`config.mk`:
```
export PLATFORM = sky130hd
export DESIGN_NAME = clk50_reset_sequencer_flat
export DESIGN_NICKNAME = d
export VERILOG_FILES = /design/src/rtl/clk50_rst_seq_pkg.sv /design/src/rtl/clk50_reset_sequencer_if.sv /design/src/rtl/sync_2ff.sv /design/src/rtl/clk50_reset_sequencer.sv /design/src/flat_wrapper.sv
export SDC_FILE = /design/constraint.sdc
export NUM_CORES = 1
export LEC_CHECK = 0
export CAP_MARGIN = 20
export CORE_MARGIN = 1
export CORE_UTILIZATION = 52
export DETAILED_ROUTE_END_ITERATION = 8
export PLACE_DENSITY = 0.81
export SYNTH_ARGS = -nofsm -noshare
export SYNTH_HDL_FRONTEND = slang
export SYNTH_HIERARCHICAL = 1
export SYNTH_SLANG_ARGS = --single-unit
```
`constraint.sdc`:
```
create_clock -name clk50 -period 2.6 [get_ports clk50]
set_clock_uncertainty 0.1 [all_clocks]
set_input_delay 0.26 -clock clk50 [delete_from_list [all_inputs] [get_ports clk50]]
set_output_delay 0.26 -clock clk50 [all_outputs]
set_load 0.02 [all_outputs]
```
`src/rtl/clk50_rst_seq_pkg.sv`:
```
// Shared types and default constants for the clk50 reset sequencer.
// State encodings, retry-counter width and per-state reset pattern helper.
package clk50_rst_seq_pkg;

  typedef enum logic [2:0] {
    ST_PLL_RST    = 3'd0,
    ST_WAIT_LOCK  = 3'd1,
    ST_DDR_RST    = 3'd2,
    ST_WAIT_CALIB = 3'd3,
    ST_CHAN_RST   = 3'd4,
    ST_RUN        = 3'd5,
    ST_FAULT      = 3'd6
  } seq_state_e;

  localparam int unsigned RETRY_W                = 2;
  localparam int unsigned DEF_RST_CYCLES         = 16;
  localparam int unsigned DEF_LOCK_TIMEOUT       = 50000;
  localparam int unsigned DEF_CALIB_TIMEOUT      = 5000000;
  localparam int unsigned DEF_MAX_RETRIES        = 3;
  localparam int unsigned DEF_LOCK_STABLE_CYCLES = 8;
  localparam int unsigned DEF_CNT_W              = 24;

  typedef struct packed {
    logic pll;
    logic ddr;
    logic chan;
  } rst_vec_t;

  // Active-high reset pattern held while in a given state.
  function automatic rst_vec_t resets_for(seq_state_e s);
    rst_vec_t r;
    r = '1;
    case (s)
      ST_PLL_RST:    r = '{pll: 1'b1, ddr: 1'b1, chan: 1'b1};
      ST_WAIT_LOCK:  r = '{pll: 1'b0, ddr: 1'b1, chan: 1'b1};
      ST_DDR_RST:    r = '{pll: 1'b0, ddr: 1'b1, chan: 1'b1};
      ST_WAIT_CALIB: r = '{pll: 1'b0, ddr: 1'b0, chan: 1'b1};
      ST_CHAN_RST:   r = '{pll: 1'b0, ddr: 1'b0, chan: 1'b1};
      ST_RUN:        r = '{pll: 1'b0, ddr: 1'b0, chan: 1'b0};
      ST_FAULT:      r = '{pll: 1'b1, ddr: 1'b1, chan: 1'b1};
      default:       r = '1;
    endcase
    return r;
  endfunction

endpackage

```
`src/rtl/clk50_reset_sequencer_if.sv`:
```
// Handshake and status bundle between the reset sequencer and board logic.
// master = sequencer side, slave = board / status-register side.
interface clk50_reset_sequencer_if;
  import clk50_rst_seq_pkg::*;

  logic               pll_locked;
  logic               ddr_calib_done;
  logic               soft_rst_req;
  logic               rst_pll;
  logic               rst_ddr;
  logic               rst_chan;
  logic               seq_done;
  logic               seq_fault;
  logic [2:0]         seq_state;
  logic [RETRY_W-1:0] retry_cnt;

  modport master (
    input  pll_locked,
    input  ddr_calib_done,
    input  soft_rst_req,
    output rst_pll,
    output rst_ddr,
    output rst_chan,
    output seq_done,
    output seq_fault,
    output seq_state,
    output retry_cnt
  );

  modport slave (
    output pll_locked,
    output ddr_calib_done,
    output soft_rst_req,
    input  rst_pll,
    input  rst_ddr,
    input  rst_chan,
    input  seq_done,
    input  seq_fault,
    input  seq_state,
    input  retry_cnt
  );

endinterface

```
`src/rtl/sync_2ff.sv`:
```
// Two-flop synchronizer for a single asynchronous level, async active-low reset.
module sync_2ff (
  input  logic clk_i,
  input  logic rst_n_i,
  input  logic d_i,
  output logic q_o
);

  logic meta_q;
  logic sync_q;

  always_ff @(posedge clk_i or negedge rst_n_i) begin
    if (!rst_n_i) begin
      meta_q <= 1'b0;
      sync_q <= 1'b0;
    end else begin
      meta_q <= d_i;
      sync_q <= meta_q;
    end
  end

  assign q_o = sync_q;

endmodule

```
`src/rtl/clk50_reset_sequencer.sv`:
```
// Steps clk50-domain logic out of reset: PLL, DDR controller, channel logic,
// with lock/calibration timeouts and bounded retry. Optional lock debounce:
// CLK50_RST_SEQ_LOCK_DEBOUNCE_EN.
module clk50_reset_sequencer
  import clk50_rst_seq_pkg::*;
#(
  parameter int unsigned PLL_RST_CYCLES     = DEF_RST_CYCLES,
  parameter int unsigned DDR_RST_CYCLES     = DEF_RST_CYCLES,
  parameter int unsigned CHAN_RST_CYCLES    = DEF_RST_CYCLES,
  parameter int unsigned LOCK_TIMEOUT       = DEF_LOCK_TIMEOUT,
  parameter int unsigned CALIB_TIMEOUT      = DEF_CALIB_TIMEOUT,
  parameter int unsigned MAX_RETRIES        = DEF_MAX_RETRIES,
  parameter int unsigned LOCK_STABLE_CYCLES = DEF_LOCK_STABLE_CYCLES,
  parameter int unsigned CNT_W              = DEF_CNT_W
) (
  input  logic                    clk50,
  input  logic                    rst_clk50_n,
  clk50_reset_sequencer_if.master seq_if
);

  localparam logic [CNT_W-1:0]   PLL_LAST   = CNT_W'(PLL_RST_CYCLES - 1);
  localparam logic [CNT_W-1:0]   DDR_LAST   = CNT_W'(DDR_RST_CYCLES - 1);
  localparam logic [CNT_W-1:0]   CHAN_LAST  = CNT_W'(CHAN_RST_CYCLES - 1);
  localparam logic [CNT_W-1:0]   LOCK_LAST  = CNT_W'(LOCK_TIMEOUT - 1);
  localparam logic [CNT_W-1:0]   CALIB_LAST = CNT_W'(CALIB_TIMEOUT - 1);
  localparam logic [RETRY_W-1:0] RETRY_MAX  = RETRY_W'(MAX_RETRIES);

  // Configuration sanity: every count must fit the shared timer, retries the counter.
  localparam longint unsigned CNT_RANGE = 64'd1 << CNT_W;
  localparam bit CFG_OK =
      (longint'(PLL_RST_CYCLES)     <= CNT_RANGE) && (PLL_RST_CYCLES  > 0) &&
      (longint'(DDR_RST_CYCLES)     <= CNT_RANGE) && (DDR_RST_CYCLES  > 0) &&
      (longint'(CHAN_RST_CYCLES)    <= CNT_RANGE) && (CHAN_RST_CYCLES > 0) &&
      (longint'(LOCK_TIMEOUT)       <= CNT_RANGE) && (LOCK_TIMEOUT    > 0) &&
      (longint'(CALIB_TIMEOUT)      <= CNT_RANGE) && (CALIB_TIMEOUT   > 0) &&
      (longint'(LOCK_STABLE_CYCLES) <= CNT_RANGE) && (LOCK_STABLE_CYCLES > 0) &&
      (MAX_RETRIES < (1 << RETRY_W));

  if (!CFG_OK) begin : g_cfg_check
    $error("clk50_reset_sequencer: parameter set does not fit CNT_W/RETRY_W");
  end

  logic lock_s;
  logic calib_s;
  logic lock_ok;

  sync_2ff u_sync_lock (
    .clk_i   (clk50),
    .rst_n_i (rst_clk50_n),
    .d_i     (seq_if.pll_locked),
    .q_o     (lock_s)
  );

  sync_2ff u_sync_calib (
    .clk_i   (clk50),
    .rst_n_i (rst_clk50_n),
    .d_i     (seq_if.ddr_calib_done),
    .q_o     (calib_s)
  );

  seq_state_e         state_q, state_d;
  logic [CNT_W-1:0]   timer_q, timer_d;
  logic [RETRY_W-1:0] retry_q, retry_d;
  rst_vec_t           rst_q,   rst_d;
  logic               done_q,  done_d;
  logic               fault_q, fault_d;
  logic               retry_req;

`ifdef CLK50_RST_SEQ_LOCK_DEBOUNCE_EN
  localparam logic [CNT_W-1:0] STABLE_LAST = CNT_W'(LOCK_STABLE_CYCLES - 1);

  logic [CNT_W-1:0] stable_q, stable_d;

  always_comb begin
    stable_d = '0;
    if (state_q == ST_WAIT_LOCK && lock_s) begin
      stable_d = stable_q + CNT_W'(1);
    end
  end

  always_ff @(posedge clk50 or negedge rst_clk50_n) begin
    if (!rst_clk50_n) begin
      stable_q <= '0;
    end else begin
      stable_q <= stable_d;
    end
  end

  assign lock_ok = lock_s && (stable_q == STABLE_LAST);
`else
  assign lock_ok = lock_s;
`endif

  always_comb begin
    state_d   = state_q;
    retry_d   = retry_q;
    retry_req = 1'b0;

    case (state_q)
      ST_PLL_RST: begin
        if (timer_q == PLL_LAST) state_d = ST_WAIT_LOCK;
      end
      ST_WAIT_LOCK: begin
        if (lock_ok)                    state_d   = ST_DDR_RST;
        else if (timer_q == LOCK_LAST)  retry_req = 1'b1;
      end
      ST_DDR_RST: begin
        if (!lock_s)                    retry_req = 1'b1;
        else if (timer_q == DDR_LAST)   state_d   = ST_WAIT_CALIB;
      end
      ST_WAIT_CALIB: begin
        if (!lock_s)                    retry_req = 1'b1;
        else if (timer_q == CALIB_LAST) retry_req = 1'b1;
        else if (calib_s)               state_d   = ST_CHAN_RST;
      end
      ST_CHAN_RST: begin
        if (!lock_s)                    retry_req = 1'b1;
        else if (timer_q == CHAN_LAST)  state_d   = ST_RUN;
      end
      ST_RUN: begin
        // Lock loss after a completed sequence starts afresh rather than retrying.
        if (!lock_s) begin
          state_d = ST_PLL_RST;
          retry_d = '0;
        end
      end
      ST_FAULT: state_d = ST_FAULT;
      default:  state_d = ST_PLL_RST;
    endcase

    if (retry_req) begin
      if (retry_q < RETRY_MAX) begin
        retry_d = retry_q + RETRY_W'(1);
        state_d = ST_PLL_RST;
      end else begin
        state_d = ST_FAULT;
      end
    end

    if (seq_if.soft_rst_req) begin
      state_d = ST_PLL_RST;
      retry_d = '0;
    end

    timer_d = (state_d != state_q || seq_if.soft_rst_req) ? '0 : timer_q + CNT_W'(1);
    rst_d   = resets_for(state_d);
    done_d  = (state_d == ST_RUN);
    fault_d = (state_d == ST_FAULT);
  end

  always_ff @(posedge clk50 or negedge rst_clk50_n) begin
    if (!rst_clk50_n) begin
      state_q <= ST_PLL_RST;
      timer_q <= '0;
      retry_q <= '0;
      rst_q   <= '1;
      done_q  <= 1'b0;
      fault_q <= 1'b0;
    end else begin
      state_q <= state_d;
      timer_q <= timer_d;
      retry_q <= retry_d;
      rst_q   <= rst_d;
      done_q  <= done_d;
      fault_q <= fault_d;
    end
  end

  assign seq_if.rst_pll   = rst_q.pll;
  assign seq_if.rst_ddr   = rst_q.ddr;
  assign seq_if.rst_chan  = rst_q.chan;
  assign seq_if.seq_done  = done_q;
  assign seq_if.seq_fault = fault_q;
  assign seq_if.seq_state = state_q;
  assign seq_if.retry_cnt = retry_q;

endmodule
```
`src/flat_wrapper.sv`:
```
// flat-port wrapper written by rule: the top's interface ports become plain ports
module clk50_reset_sequencer_flat import clk50_rst_seq_pkg::*;
#(
  parameter int unsigned PLL_RST_CYCLES     = DEF_RST_CYCLES,
  parameter int unsigned DDR_RST_CYCLES     = DEF_RST_CYCLES,
  parameter int unsigned CHAN_RST_CYCLES    = DEF_RST_CYCLES,
  parameter int unsigned LOCK_TIMEOUT       = DEF_LOCK_TIMEOUT,
  parameter int unsigned CALIB_TIMEOUT      = DEF_CALIB_TIMEOUT,
  parameter int unsigned MAX_RETRIES        = DEF_MAX_RETRIES,
  parameter int unsigned LOCK_STABLE_CYCLES = DEF_LOCK_STABLE_CYCLES,
  parameter int unsigned CNT_W              = DEF_CNT_W
)
  (clk50, rst_clk50_n, seq_if_pll_locked, seq_if_ddr_calib_done, seq_if_soft_rst_req, seq_if_rst_pll, seq_if_rst_ddr, seq_if_rst_chan, seq_if_seq_done, seq_if_seq_fault, seq_if_seq_state, seq_if_retry_cnt);
  clk50_reset_sequencer_if seq_if_i ();
  input  logic clk50;
  input  logic rst_clk50_n;
  input wire logic [$bits(seq_if_i.pll_locked)-1:0] seq_if_pll_locked;
  input wire logic [$bits(seq_if_i.ddr_calib_done)-1:0] seq_if_ddr_calib_done;
  input wire logic [$bits(seq_if_i.soft_rst_req)-1:0] seq_if_soft_rst_req;
  output wire logic [$bits(seq_if_i.rst_pll)-1:0] seq_if_rst_pll;
  output wire logic [$bits(seq_if_i.rst_ddr)-1:0] seq_if_rst_ddr;
  output wire logic [$bits(seq_if_i.rst_chan)-1:0] seq_if_rst_chan;
  output wire logic [$bits(seq_if_i.seq_done)-1:0] seq_if_seq_done;
  output wire logic [$bits(seq_if_i.seq_fault)-1:0] seq_if_seq_fault;
  output wire logic [$bits(seq_if_i.seq_state)-1:0] seq_if_seq_state;
  output wire logic [$bits(seq_if_i.retry_cnt)-1:0] seq_if_retry_cnt;
  assign seq_if_i.pll_locked = seq_if_pll_locked;
  assign seq_if_i.ddr_calib_done = seq_if_ddr_calib_done;
  assign seq_if_i.soft_rst_req = seq_if_soft_rst_req;
  assign seq_if_rst_pll = seq_if_i.rst_pll;
  assign seq_if_rst_ddr = seq_if_i.rst_ddr;
  assign seq_if_rst_chan = seq_if_i.rst_chan;
  assign seq_if_seq_done = seq_if_i.seq_done;
  assign seq_if_seq_fault = seq_if_i.seq_fault;
  assign seq_if_seq_state = seq_if_i.seq_state;
  assign seq_if_retry_cnt = seq_if_i.retry_cnt;
  clk50_reset_sequencer #(.PLL_RST_CYCLES(PLL_RST_CYCLES), .DDR_RST_CYCLES(DDR_RST_CYCLES), .CHAN_RST_CYCLES(CHAN_RST_CYCLES), .LOCK_TIMEOUT(LOCK_TIMEOUT), .CALIB_TIMEOUT(CALIB_TIMEOUT), .MAX_RETRIES(MAX_RETRIES), .LOCK_STABLE_CYCLES(LOCK_STABLE_CYCLES), .CNT_W(CNT_W)) u_core (.clk50(clk50), .rst_clk50_n(rst_clk50_n), .seq_if(seq_if_i));
endmodule
```
==> impl_metrics.py, run 1 <==
metrics = {
    "routing": {
        "dr_total_vias": 1636,
        "dr.pass1.iters": 4,
        "via_per_inst": 5.72,
        "drt-initial-drc-count": 66,
        "wl_mm": 4.31,
        "final_antenna_net_count": 0,
        "routedWlPerCell_um": 15.1,
        "drc": 0,
    },
    "finish": {
        "top_register": "u_core/timer_q",
        "fin_area_um2": 2450,
        "largest_reg_flops": 24,
        "nets": 244,
        "antenna_cells": 0,
        "layout-drive-gt1-share": 0.202,
        "area_growth_pct": 23.3,
        "layout_commonest_cell": "nor2_1",
        "fillCellCount": 265,
        "layout_common_cells": "nor2_1 (41), dfrtp_1 (34), buf_4 (19)",
    },
    "synthesis": {
        "synth_area_leader_cell": "dfrtp_1",
        "synth_area_um2": 1990,
        "ys.warnings.count": 6,
        "synth_seq_cells": 38,
        "syn_inst": 204,
        "synth_area_leaders": "dfrtp_1 (44%), nor2_1 (7.8%), xor2_1 (6.6%)",
        "synth_nets": 211,
        "async_reset_ff_frac": 1.00,
        "ys_types": 44,
        "ys_seq_area_frac": 0.481,
        "syn_area_per_cell_um2": 9.73,
        "synth_top_cell_area_share": 0.441,
        "synth_edf_count": 0,
        "synth_ff_type": "dfrtp_1",
    },
    "sta": {
        "fin_crit_sh": 0.993,
        "setup_violations": 0,
        "setup-tns-final_ps": 0,
        "slew_violations": 0,
        "grt_setup_unrepaired": "true",
        "fmax_ghz": 0.387,
        "hold_viol_final": 0,
        "finalCriticalPeriod_ps": 2580,
        "slew_headroom": 0.458,
        "tightest_slew_ps": 813,
    },
    "die": {
        "die_height_um": 63.8,
        "coreArea_um2": 3660,
        "io_pins": 15,
        "rows": 22,
        "fp.dieW_um": 63.8,
        "start_util": 0.542,
        "die-area_um2": 4070,
    },
    "setup_path": {
        "crit_arrival_ps": 2700,
        "reg2reg_slack_ps": 20,
        "r2r-start": "u_core/timer_q[1]",
        "reg2reg_depth": 9,
        "required_ps": 2720,
        "path_max_fanout": 6,
        "slowest_delay_ps": 380,
        "regToRegEndpoint": "u_core/seq_if.rst_chan",
        "crit_chain": "ha_2, and3_4, nand4_1, o31ai_4, a2bb2oi_4, buf_6, o21a_1, or3_4, or3b_1",
        "worstSetupStartpointType": "flop",
        "end_kind": "flop",
        "crit_slowest_cell": "dfrtp_1",
        "criticalPathCategory": "flop to flop",
    },
    "power_and_ir_drop": {
        "powerDensity_nw_per_um2": 432,
        "leakagePower_nw": 1.04,
        "vdd_ir_drop_max_mv": 0.366,
        "power_mw": 1.06,
    },
    "global_routing": {
        "track_usage": 0.229,
        "grt_pass1_vias": 1552,
        "grt_max_degree": 39,
        "antenna_found_initial": 0,
        "grt_pass1_wl_mm": 7.07,
        "gr-total-overflow": 0,
    },
    "clocking": {
        "cts_sinks": 38,
        "cts-htree-levels": 2,
        "tritoncts": "done",
        "cts_buffer_depth": 2,
        "cts_buffers": 5,
        "cts_root_buffer": "clkbuf_8",
        "clk_latency_ps": 290,
        "clk_pin_slew_ps": 80,
    },
    "hold_path": {
        "hold_class": "flop to flop",
        "holdPathEnd": "u_core/u_sync_lock/q_o",
        "hp-start": "u_core/u_sync_lock/meta_q",
        "holdPathStages": 0,
    },
    "status": {
        "status": "finished clean",
    },
    "placed_design": {
        "placed_area_um2": 2250,
        "io_buffer_count": 14,
        "gp_congestion": 0.924,
        "dp_hpwl_mm": 2.88,
    },
    "flow_run": {
        "cap_violations": 0,
    },
}
-- timing repair --
action,CTS,global route
cloned,0,0
buffers inserted,3,2
endpoints found under the hold margin,35,0
hold buffers,1,0
pin swaps,2,2
gates resized for setup,2,10
endpoints found under the setup margin,2,27
-- how the worst max path moves through the flow --
stage	start	to	slack (ps)
floorplan	u_core/timer_q[0]	u_core/seq_if.rst_chan	3
global placement	u_core/timer_q[0]	u_core/seq_if.rst_chan	90
detailed placement	u_core/timer_q[0]	u_core/seq_if.rst_chan	30
CTS	u_core/timer_q[14]	u_core/seq_if.rst_chan	10
global route	u_core/timer_q[1]	u_core/seq_if.rst_chan	-50
finish	u_core/timer_q[1]	u_core/seq_if.rst_chan	20
-- worst max-delay path, delay by kind of cell, from the launching register on --
kind / cells / cell delay [ps]
AO/OA/AOI/OAI: 3 / 600
adder cells (fa/ha/maj): 1 / 200
AND/OR/NAND/NOR: 4 / 1100
buffers and inverters: 1 / 130
flip-flops: 1 / 380
-- power by group --
group          total, mW  internal (mW)  switching [mW]
sequential         0.603          0.598         0.00533
clock              0.405          0.189           0.216
combinational     0.0497         0.0201          0.0296
-- area by class of cell --
| class | instances | area [µm²] | share of cell area |
|---|---|---|---|
| sequential | 38 | 956 | 0.390 |
| clock buffer | 6 | 72.6 | 0.0296 |
| inverter | 7 | 26.3 | 0.0107 |
| tap | 48 | 60.1 | 0.0245 |
| timing repair buffer | 36 | 310 | 0.127 |
| clock inverter | 2 | 15.0 | 0.00613 |
| multi-input combinational | 149 | 1010 | 0.412 |
-- cell families after synthesis --
group | Yosys count | synth area share
flops | 38 | 0.481
fa+ha+maj | 3 | 0.0176
buf+inv | 17 | 0.0384
xor+xnor | 23 | 0.101
simple gates | 99 | 0.260
compound gates | 20 | 0.0800
mux | 4 | 0.0214
-- cell usage after synthesis, drive strengths merged, types with 2 or more instances --
cell type   n
a211oi      3
a21oi       4
and3        5
and4        4
buf         5
clkbuf      5
dfrtp      35
dfstp       3
ha          2
inv         7
mux2        2
mux2i       2
nand2      10
nand3      10
nand4       8
nor2       41
nor2b       3
nor3        3
nor3b       2
nor4        4
o21ai       3
o31ai       2
or3         4
xnor2       8
xor2       15
-- routing by layer --
layer,part of all wire,GRT usage,up-vias,wire [µm]
met1,0.46,0.319,796,1970
met2,0.46,0.344,53,2000
met4,0.035,0.102,0,151
met3,0.042,0.0446,14,182
li1,-,-,773,-
met5,0,0,-,0
-- metrics by stage --
| step | utilization | cells | hold WS [ps] | setup slack, ps |
|---|---|---|---|---|
| detailed placement | 0.615 | 272 | 239 | 26.1 |
| global route | 0.669 | 286 | 260 | -52.7 |
| finish | 0.669 | 286 | 252 | 17.9 |
| global placement | 0.615 | 272 | 232 | 89.4 |
| floorplan | - | 204 | -136 | 2.89 |
| CTS | 0.649 | 284 | 256 | 13.6 |
Power figures use the tool's default switching activity.
==> run 2, diff against run 1 <==
==> constraint.sdc (replaced) <==
create_clock -name clk50 -period 2.34 [get_ports clk50]
set_clock_uncertainty 0.1 [all_clocks]
set_input_delay 0.468 -clock clk50 [delete_from_list [all_inputs] [get_ports clk50]]
set_output_delay 0.468 -clock clk50 [all_outputs]
set_load 0.02 [all_outputs]
==> impl_metrics.py, run 2 (synthesized netlist as in run 1, its figures left out) <==
metrics = {
    "power_and_ir_drop": {
        "leakagePower_nw": 1.18,
        "powerDensity_nw_per_um2": 525,
        "vdd_ir_drop_max_mv": 0.448,
    },
    "routing": {
        "met3_length_um": 226,
        "drt-initial-drc-count": 102,
        "highest_layer": "met4",
        "drc": 0,
        "final_antenna_net_count": 0,
        "wl_mm": 4.58,
        "via_per_inst": 5.57,
        "dr_total_vias": 1694,
        "routedWlPerCell_um": 15.1,
        "dr.pass1.iters": 5,
        "wl_met1_mm": 1.97,
        "wl_met2_mm": 2.30,
    },
    "setup_path": {
        "crit_path_end": "u_core/timer_q[15]",
        "required_ps": 2470,
        "path_max_fanout": 24,
        "regToRegEndpoint": "u_core/timer_q[15]",
        "cp-startpoint": "u_core/timer_q[15]",
        "crit_arrival_ps": 2580,
        "criticalPathCategory": "flop to flop",
        "r2r-start": "u_core/timer_q[15]",
        "reg2reg_depth": 9,
        "worstSetupStartpointType": "flop",
        "reg2reg_slack_ps": -110,
        "end_kind": "flop",
    },
    "placed_design": {
        "io_buffer_count": 14,
        "post-place-ws_ps": -109,
        "dp_hpwl_mm": 2.96,
        "dp_cells": 287,
        "gp_congestion": 0.873,
        "placed_area_um2": 2420,
    },
    "global_routing": {
        "track_usage": 0.244,
        "gr-total-overflow": 0,
        "grt_pass1_vias": 1647,
        "grt_pass1_wl_mm": 7.43,
        "grt_max_degree": 39,
        "antenna_found_initial": 0,
    },
    "sta": {
        "finalCriticalPeriod_ps": 2450,
        "fmax_ghz": 0.408,
        "slew_violations": 0,
        "setup_violations": 29,
        "setup-tns-final_ps": -2480,
        "slew_headroom": 0.683,
        "worst_slack_ps": -111,
        "grt_setup_unrepaired": "true",
        "tightest_slew_ps": 469,
        "hold_viol_final": 0,
        "fin_crit_sh": 1.05,
    },
    "hold_path": {
        "hold_class": "input pin to async pin",
    },
    "die": {
        "coreArea_um2": 3660,
        "start_util": 0.542,
        "io_pins": 15,
        "die-area_um2": 4070,
        "rows": 22,
        "fp.dieW_um": 63.8,
        "die_height_um": 63.8,
    },
    "clocking": {
        "clk_latency_ps": 290,
        "cts-htree-levels": 2,
        "cts_buffers": 5,
        "cts_sinks": 38,
        "hold_buffers": 0,
        "cts_root_buffer": "clkbuf_8",
        "clk_pin_slew_ps": 80,
        "cts_buffer_depth": 2,
        "tritoncts": "done",
    },
    "finish": {
        "layout-drive-gt1-share": 0.309,
        "area_growth_pct": 34.8,
        "finalNonFillerCells": 304,
        "layout_common_cells": "buf_4 (38), dfrtp_1 (34), nor2_1 (32)",
        "nets": 262,
        "layout_commonest_cell": "buf_4",
        "multi_input_area_um2": 1040,
        "fillCellCount": 233,
        "top_register": "u_core/timer_q",
        "largest_reg_flops": 24,
        "fin_area_um2": 2680,
        "seqCellArea_um2": 956,
        "antenna_cells": 0,
    },
    "status": {
        "status": "finished with violations",
        "violations": "negative setup slack",
    },
    "flow_run": {
        "cap_violations": 0,
    },
}
run 2: power breakdown:
| part | internal (mW) | switching [mW] |
|---|---|---|
| Sequential | 0.664 | 0.00560 |
| Clock | 0.427 | 0.242 |
| Combinational | 0.0314 | 0.0360 |
run 2: critical path: stages (launching register included):
cell	delay, ps
dfrtp_1	430
nand4bb_1	270
nor4_1	400
a22oi_2	140
buf_4	160
nor3b_1	160
a211oi_1	70
or3_4	350
buf_12	170
nor2_2	120
run 2: metal layers:
layer	vias up	GRT usage
li1	809	-
met1	814	0.324
met2	61	0.371
met3	10	0.0518
met4	0	0.136
met5	-	0
run 2: worst min-delay path by stage:
stage	startpoint	to	slack, ps	depth (start not counted)
floorplan	rst_clk50_n	u_core/seq_if.retry_cnt[0]	70	0
global placement	u_core/u_sync_calib/meta_q	u_core/u_sync_calib/q_o	240	0
detailed placement	u_core/u_sync_lock/meta_q	u_core/u_sync_lock/q_o	240	0
CTS	rst_clk50_n	u_core/seq_if.retry_cnt[0]	20	2
global route	rst_clk50_n	u_core/seq_if.retry_cnt[0]	30	2
finish	rst_clk50_n	u_core/seq_if.retry_cnt[0]	20	2
run 2: layout make-up:
type,instances,area share
clock inverter,3,0.0257
sequential,38,0.357
multi-input combinational,149,0.387
tap,48,0.0224
clock buffer,5,0.0257
inverter,7,0.00981
timing repair buffer,54,0.172
run 2: metrics by stage:
stage / power [mW] / hold WS, ps / utilization
after floorplan: 0.708 / 72.4 / -
after global placement: 0.739 / 235 / 0.660
after detailed placement: 0.742 / 240 / 0.660
after CTS: 1.42 / 24.9 / 0.721
after global routing: 1.45 / 29.2 / 0.731
final: 1.41 / 17.5 / 0.731
run 2: timing repair:
action,in CTS,in global routing
pin swaps,7,1
buffers inserted,7,2
resized for setup,10,6
endpoints found under the setup margin,29,30
==> run 3, diff against run 2 <==
Settings changed: SETUP_SLACK_MARGIN from default to 0.05.
==> impl_metrics.py, run 3 (synthesized netlist as in run 1, its figures left out) <==
metrics = {
    "global_routing": {
        "grt_pass1_wl_mm": 7.94,
        "grt_pass1_vias": 1705,
        "gr-total-overflow": 0,
        "antenna_found_initial": 0,
        "grt_max_degree": 39,
        "track_usage": 0.260,
    },
    "finish": {
        "fillCellCount": 231,
        "fin_area_um2": 2680,
        "final_core_util": 0.733,
        "layout_commonest_cell": "nor2_1",
        "multi_input_area_um2": 1050,
        "nets": 262,
        "seqCellArea_um2": 956,
        "finalNonFillerCells": 304,
        "top_register": "u_core/timer_q",
        "largest_reg_flops": 24,
        "layout-drive-gt1-share": 0.297,
        "antenna_cells": 0,
        "area_growth_pct": 35.2,
        "layout_common_cells": "nor2_1 (39), buf_4 (38), dfrtp_1 (34)",
    },
    "flow_run": {
        "cap_violations": 0,
    },
    "sta": {
        "fin_crit_sh": 1.08,
        "hold_viol_final": 0,
        "fmax_ghz": 0.397,
        "setup_violations": 29,
        "hold_ws_ps": 89.3,
        "worst_slack_ps": -178,
        "grt_setup_unrepaired": "true",
        "finalCriticalPeriod_ps": 2520,
        "slew_headroom": 0.593,
        "setup-tns-final_ps": -2360,
        "slew_violations": 0,
        "tightest_slew_ps": 602,
    },
    "setup_path": {
        "worstSetupStartpointType": "flop",
        "crit_arrival_ps": 2630,
        "path_max_fanout": 24,
        "slowest_delay_ps": 360,
        "required_ps": 2450,
        "crit_slowest_cell": "dfrtp_1",
        "crit_chain": "ha_2, and3_4, and4_4, a21oi_1, buf_4, a211oi_4, a211oi_1, or3_4, buf_12, nor2_1",
        "criticalPathCategory": "flop to flop",
        "end_kind": "flop",
    },
    "die": {
        "start_util": 0.542,
        "io_pins": 15,
        "die-area_um2": 4070,
        "fp.dieW_um": 63.8,
        "coreArea_um2": 3660,
        "rows": 22,
        "die_height_um": 63.8,
    },
    "power_and_ir_drop": {
        "p_switching_uw": 285,
        "vdd_ir_drop_max_mv": 0.472,
        "switching_share": 0.199,
        "p_comb_frac": 0.045,
        "pwr-share-clk": 0.488,
        "p_seq_frac": 0.468,
        "power_mw": 1.43,
        "power.internal_mw": 1.15,
        "powerDensity_nw_per_um2": 534,
        "leakagePower_nw": 1.18,
    },
    "routing": {
        "dr_total_vias": 1741,
        "via_per_inst": 5.73,
        "final_antenna_net_count": 0,
        "wl_mm": 4.94,
        "routedWlPerCell_um": 16.2,
        "drc": 0,
        "drt-initial-drc-count": 82,
        "dr.pass1.iters": 4,
    },
    "hold_path": {
        "hold_class": "input pin to async pin",
    },
    "placed_design": {
        "placed_area_um2": 2430,
        "post-place-ws_ps": -67.2,
        "gp_congestion": 0.890,
        "io_buffer_count": 14,
        "dp_hpwl_mm": 2.94,
        "dp_cells": 290,
    },
    "clocking": {
        "cts_buffers": 5,
        "cts-htree-levels": 2,
        "cts_root_buffer": "clkbuf_8",
        "clk_latency_ps": 300,
        "cts_buffer_depth": 2,
        "tritoncts": "done",
        "cts_sinks": 38,
        "clk_pin_slew_ps": 80,
    },
    "status": {
        "status": "finished with violations",
        "violations": "negative setup slack",
    },
}
==> run 3: cell types whose count changed in the layout (fill, tap and decap cells not counted), sizes merged <==
cell | before | now
clkbuf | 5 | 7
buf | 41 | 40
clkinv | 1 | 0
==> run 3: worst paths after layout <==
path,from,to,slack [ps],depth (start not counted)
worst min-delay path,rst_clk50_n,u_core/seq_if.retry_cnt[0],90,2
worst max-delay path,u_core/timer_q[1],u_core/timer_q[4],-180,10
worst max register to register,u_core/timer_q[1],u_core/timer_q[4],-180,10
min in group clk50,u_core/u_sync_lock/meta_q,u_core/u_sync_lock/q_o,250,0
max in group asynchronous,rst_clk50_n,u_core/seq_if.rst_chan,1680,2
worst min register to register,u_core/u_sync_lock/meta_q,u_core/u_sync_lock/q_o,250,0
==> run 3: layout make-up <==
cell class              instances  share of cell area
multi-input cells             149               0.390
flip-flops and latches         38               0.356
repair buffers                 54               0.168
clock buffers                   6              0.0308
clock inverters                 2              0.0224
well taps                      48              0.0224
inverters                       7             0.00979
==> run 3: power by group through the flow <==
| stage | clock network (mW) | registers (mW) | logic [mW] |
|---|---|---|---|
| after floorplan | 0 | 0.682 | 0.0259 |
| after global placement | 0 | 0.682 | 0.0583 |
| after detailed placement | 0 | 0.683 | 0.0592 |
| after CTS | 0.700 | 0.670 | 0.0592 |
| after global routing | 0.735 | 0.671 | 0.0721 |
| final | 0.699 | 0.670 | 0.0642 |
==> run 3: metal layers <==
metal  vias up  track usage  part of all wire
li1        809            -                 -
met1       852        0.325              0.42
met2        65        0.424              0.50
met3        15       0.0643             0.044
met4         0        0.119             0.029
met5         -            0                 0
==> run 3: worst max-delay path: cells and delay by family (launching register included) <==
kind | cells | cell delay [ps]
flops | 1 | 360
simple gates | 4 | 960
buf+inv | 2 | 340
compound gates | 3 | 480
fa+ha+maj | 1 | 180
==> run 3: repair_timing <==
item                                    in CTS  in global routing
resized for setup                            5                 10
endpoints found under the setup margin      29                 31
hold buffers                                 0                  0
pin swaps                                    2                  5
buffers inserted                             2                  4
